<file path="src/rtl/regfile_wb_arbiter.sv">
// Writeback arbiter for the single register-file write port, with a
// pending-write scoreboard for the hazard/stall logic.
module regfile_wb_arbiter #(
    parameter int unsigned DATA_WIDTH    = 32,
    parameter int unsigned REG_NUM_WIDTH = 5,
    parameter bit          ROUND_ROBIN   = 1'b1
) (
    input  logic                        clk,
    input  logic                        rst,
    input  logic                        req0_valid_i,
    input  logic [REG_NUM_WIDTH-1:0]    req0_reg_num_i,
    input  logic [DATA_WIDTH-1:0]       req0_data_i,
    output logic                        req0_ready_o,
    input  logic                        req1_valid_i,
    input  logic [REG_NUM_WIDTH-1:0]    req1_reg_num_i,
    input  logic [DATA_WIDTH-1:0]       req1_data_i,
    output logic                        req1_ready_o,
    input  logic                        claim_i,
    input  logic [REG_NUM_WIDTH-1:0]    claim_reg_num_i,
    output logic                        wr_en_o,
    output logic [REG_NUM_WIDTH-1:0]    wr_reg_num_o,
    output logic [DATA_WIDTH-1:0]       wr_data_o,
    output logic [2**REG_NUM_WIDTH-1:0] busy_o,
    output logic                        last_grant_o
);

    localparam int unsigned NUM_REGS = 2**REG_NUM_WIDTH;

    logic                     grant0;
    logic                     grant1;
    logic                     accept;
    logic [REG_NUM_WIDTH-1:0] acc_reg_num;
    logic [DATA_WIDTH-1:0]    acc_data;
    logic                     acc_writes;
    logic [NUM_REGS-1:0]      busy_next;

    // req0 wins unless req1 also wants the port and round-robin says it is req1's turn
    always_comb begin
        grant0      = req0_valid_i && (!req1_valid_i || !ROUND_ROBIN || last_grant_o);
        grant1      = req1_valid_i && !grant0;
        accept      = grant0 || grant1;
        acc_reg_num = grant1 ? req1_reg_num_i : req0_reg_num_i;
        acc_data    = grant1 ? req1_data_i    : req0_data_i;
        acc_writes  = accept && (acc_reg_num != '0);
    end

    assign req0_ready_o = grant0;
    assign req1_ready_o = grant1;

    // Clear for the write committing this cycle first, then the new claim, so a
    // coincident claim of the same register leaves it pending.
    always_comb begin
        busy_next = busy_o;
        if (wr_en_o) begin
            busy_next[wr_reg_num_o] = 1'b0;
        end
        if (claim_i && (claim_reg_num_i != '0)) begin
            busy_next[claim_reg_num_i] = 1'b1;
        end
        busy_next[0] = 1'b0;
    end

    always_ff @(posedge clk or posedge rst) begin
        if (rst) begin
            wr_en_o      <= 1'b0;
            wr_reg_num_o <= '0;
            wr_data_o    <= '0;
            busy_o       <= '0;
            last_grant_o <= 1'b1;
        end else begin
            wr_en_o <= acc_writes;
            if (acc_writes) begin
                wr_reg_num_o <= acc_reg_num;
                wr_data_o    <= acc_data;
            end
            if (accept) begin
                last_grant_o <= grant1;
            end
            busy_o <= busy_next;
        end
    end

endmodule

</file>
<file path="config.mk">
export PLATFORM = sky130hd
export DESIGN_NAME = regfile_wb_arbiter
export DESIGN_NICKNAME = d
export VERILOG_FILES = /design/src/rtl/regfile_wb_arbiter.sv
export SDC_FILE = /design/constraint.sdc
export NUM_CORES = 1
export LEC_CHECK = 0
export ABC_AREA = 1
export CORE_UTILIZATION = 42
export DETAILED_ROUTE_END_ITERATION = 16
export HOLD_SLACK_MARGIN = 0.06
export PLACE_DENSITY_LB_ADDON = 0.12
export REMOVE_ABC_BUFFERS = 1
export SLEW_MARGIN = 40
export SYNTH_ARGS = -nofsm -noshare
export SYNTH_HDL_FRONTEND = slang
export SYNTH_SLANG_ARGS = --single-unit
</file>
<file path="constraint.sdc">
create_clock -name clk -period 2.45 [get_ports clk]
set_input_delay 0.49 -clock clk [delete_from_list [all_inputs] [get_ports clk]]
set_output_delay 0.49 -clock clk [all_outputs]
set_load 0.05 [all_outputs]
</file>
---- Yosys cells after proc, flatten, opt, wreduce, memory -nomap -nowiden ----
Index checks and enable logic that the tools add are counted.
word-level totals
  bits in latches ......................... 0
  bits in registers ....................... 70
  bits in read-only memories .............. 0
  memories ................................ 0
  input bits .............................. 84
  RAM bits ................................ 0
operators by class
  multipliers ............................. 0
  $add $sub $neg .......................... 0
  magnitude comparators ................... 4
  eq/ne operators ......................... 0
  reductions and logical operators ........ 12
  bitwise gates (word level) .............. 3
  shifts and indexed selects .............. 0
  divide/modulo/power cells ............... 0
  mux-type cells .......................... 8
operator list
  operator              count
  $mux W32              3
  $and A32 B32 Y32      1
  $not A32 Y32          1
  $or A32 B32 Y32       1
  $lt A5 B6 Y1 const B  2
  $demux W1 S5          2
  $ge A5 B1 Y1 const B  2
  $reduce_bool A5 Y1    2
  $logic_and A1 B1 Y1   6
  $mux W5               1
  $logic_not A1 Y1      2
  $logic_or A1 B1 Y1    2
  $mux W1               2

---- Depth between registers and ports, before layout ----
  depth after elaboration ................. 9
  mapped depth ............................ 11
  gate-level depth less buffers ........... 8

---- Least setup slack after synthesis ----
Ideal clock, no wire load.
  kind .................................... register to output
  start point ............................. register last_grant_o
  end point ............................... output req0_ready_o
  required time ........................... 1960 ps
  slack ................................... 35 ps
  stages on the path, launching flop included .. 3
  data arrival time ....................... 1925 ps
  buffers on the path ..................... 0
  path through ............................ dfstp_2 -> inv_1 -> a21boi_0
between the ends
  word-level cells in the longest chain between the ends .. 2
RTL lines
  what                      RTL line  source
  start: declaration        24        output logic last_grant_o
  start signal: assignment  77        last_grant_o <= grant1;
  $logic_or A1 B1 Y1        39        grant0 = req0_valid_i && (!req1_valid_i || !ROUND_ROBIN || last_grant_o);
  $logic_and A1 B1 Y1       39
  end: declaration          13        output logic req0_ready_o,
No other way between the ends.

---- Final worst setup path ----
  start point ............................. input req1_valid_i
  end point ............................... output req1_ready_o
between the ends
  word-level cells in the longest chain between the ends .. 5
RTL lines
  what                   RTL line  source
  start: declaration     14        input logic req1_valid_i,
  $logic_not A1 Y1       39
  $logic_or A1 B1 Y1     39
  $logic_and A1 B1 Y1    39
  $logic_not A1 Y1       40        grant1 = req1_valid_i && !grant0;
  $logic_and A1 B1 Y1 *  40
  end: declaration       17        output logic req1_ready_o,
Every way passes the cells marked *; elsewhere a longest branch is shown, timed or not.

==> impl_metrics.toml <==
[yosys]
synth_cells = 458
synth-edff-count = 0
yosysTopAreaCell = "dfrtp_1"
yosys-top-cells-count = "202 x nand2_1, 69 x dfrtp_1, 57 x o21ai_0"
ys_ff_latch = 70
ys.flop_type = "dfrtp_1"
synth_top_cell_area_share_pct = 49.7
netlist_area_um2 = 3470
synth.top_cells.by_area = "dfrtp_1 50%, nand2_1 22%, o21ai_0 8.2%"
yosysMostFrequentCell = "nand2_1"
ys_async_sr_fraction_pct = 100
syn_avg_cell_area_um2 = 7.59
ys_seq_area_share_pct = 50.5
ys.warnings.count = 0
ys_types = 23

[timing]
min_period_ps = 2270
rsz0062_at_grt = "no"
min_period_over_period_pct = 92.5
setup_viol = 0
fin_skew_ps = 7.29
holdWs_ps = 474
timing.final.ws_setup_ps = 185
finalHoldViolCount = 0
worstMarginPinSlew_ps = 601
fmax_mhz = 441
relSlewSlack_pct = 59.8
drv_slew = 0

[global_routing]
grt_pass1_wl_mm = 16.4
first_global_vias = 3405
grt_max_degree = 44
grt.total_usage_pct = 24.6
overflow = 0
antenna_found_initial = 0

[worst_setup_path]
worstSetupPathType = "input pin to output pin"
critPathLaunchType = "input pin"
setup.worst_path.end_class = "output pin"
required_ps = 1960
cp_max_fo = 14
arrival_ps = 1780

[layout]
final_nets = 697
fillers = 640
drive_above_1_share_pct = 5.66
utilization_pct = 68.2
antenna_cells = 0
area_delta_synth_final_pct = 53.9

[cts]
ctsResizeCount = 0
clk_latency_ps = 360
htreeDepth = 3
clockBufferDepth = 2
numCtsBuffers = 9
cts_tree = "yes"
cts_root_buf = "clkbuf_8"
cts_setup_buffers = 0
path_clk_slew_ps = 70
cts_num_sinks = 70
cts_hold_buf = 0

[floorplan]
die_x_um = 93.0
dieArea_um2 = 8640
io_pins = 157
die_h_um = 93.0
rows = 32
design.core.area_um2 = 7850
initial_core_util_pct = 44.3

[place]
gp_congestion = 0.946
numPortBuffers = 155
preCtsSetupSlack_ps = 112
dp_hpwl_mm = 7.40

[power]
cellPowerDensity_nw_per_um2 = 959
ir_worst_vdd_uv = 376
leakage_uw = 0.00249

[detailed_routing]
via_per_inst = 5.00
dr.pass1.iters = 5
vias = 3598
ant_nets = 0
drt_iter0_drc = 191
wl_mm = 10.1
post_drt_wl_per_cell_um = 14.1
drc = 0

[job]
maxCapViolations = 0

[run_status]
status = "complete, no violations"

[min_path]
hp-class = "flip-flop to flip-flop"
cells in the final DEF, fill, tap and decap left out:
| cell type | instances |
|---|---|
| a21boi_0 | 1 |
| a21o_1 | 1 |
| a21oi_4 | 1 |
| buf_12 | 4 |
| buf_4 | 8 |
| bufinv_16 | 1 |
| clkbuf_8 | 10 |
| clkdlybuf4s50_1 | 153 |
| clkinv_4 | 1 |
| clkinvlp_4 | 3 |
| conb_1 | 1 |
| dfrtp_1 | 69 |
| dfstp_2 | 1 |
| inv_1 | 27 |
| inv_2 | 2 |
| inv_6 | 1 |
| nand2_1 | 202 |
| nand2_2 | 1 |
| nand3_1 | 50 |
| nand3_2 | 1 |
| nor2_1 | 5 |
| nor3_1 | 8 |
| o21ai_0 | 57 |
| o21ai_1 | 1 |
| o21bai_2 | 1 |
| o31ai_1 | 8 |
routing by layer:
metal	vias to the layer above	track usage, %	wire length [um]
met4	0	9.62	245
met3	23	8.95	983
li1	1784	-	-
met1	1618	30.6	4180
met5	-	0	0
met2	173	39.0	4740
worst paths after layout:
| check | from | end | slack (ps) | cells after the start |
|---|---|---|---|---|
| max | req1_valid_i | req1_ready_o | 180 | 5 |
| max in group asynchronous | rst | busy_o[15]$_DFF_PP0_ | 1300 | 3 |
| min | wr_data_o[5]$_DFFE_PP0P_ | wr_data_o[5]$_DFFE_PP0P_ | 470 | 2 |
| min reg2reg | wr_data_o[5]$_DFFE_PP0P_ | wr_data_o[5]$_DFFE_PP0P_ | 470 | 2 |
| max reg2reg | last_grant_o$_DFFE_PP1P_ | wr_data_o[7]$_DFFE_PP0P_ | 680 | 8 |
| min in group asynchronous | rst | wr_data_o[16]$_DFFE_PP0P_ | 520 | 2 |
worst max-delay path, cell delays in order:
cell and delay [ps]:
clkdlybuf4s50_1 520, inv_2 70, a21oi_4 290, buf_4 260, buf_12 150
final cells by class:
cell class	count	area [um2]	area share, %
repair buffers	165	1670	31.3
well taps	102	128	2.39
flip-flops and latches	70	1750	32.8
multi-input cells	338	1480	27.7
inverters	29	109	2.04
clock inverters	6	70.1	1.31
clock buffers	10	138	2.57
cell families after synthesis:
kind of cell    Yosys count  synth area share, %
buf+inv                  50                 6.95
other cells               1                0.108
compound gates           70                 11.3
simple gates            267                 31.2
flops                    70                 50.5
state kept, by name, indices dropped and copies added, names as in the netlist:
name	cells
wr_en_o	1
wr_data_o	32
last_grant_o	1
busy_o	31
wr_reg_num_o	5
where the power goes:
group	leakage, uW	internal [uW]	switching, uW	total (uW)
clock	0.0000951	503	484	987
sequential	0.000822	1470	189	1660
combinational	0.00157	837	1640	2480
stage by stage:
| stage | setup TNS [ps] | std cells | power, uW | area (um2) |
|---|---|---|---|---|
| after detailed placement | 0 | 704 | 4170 | 5140 |
| after floorplan | -10520 | 437 | 3190 | 3340 |
| final | 0 | 720 | 5130 | 5350 |
| after CTS | 0 | 720 | 5150 | 5350 |
| after global placement | 0 | 704 | 4130 | 5140 |
| after global routing | 0 | 720 | 5370 | 5350 |
(Power assumes the default switching activity.)
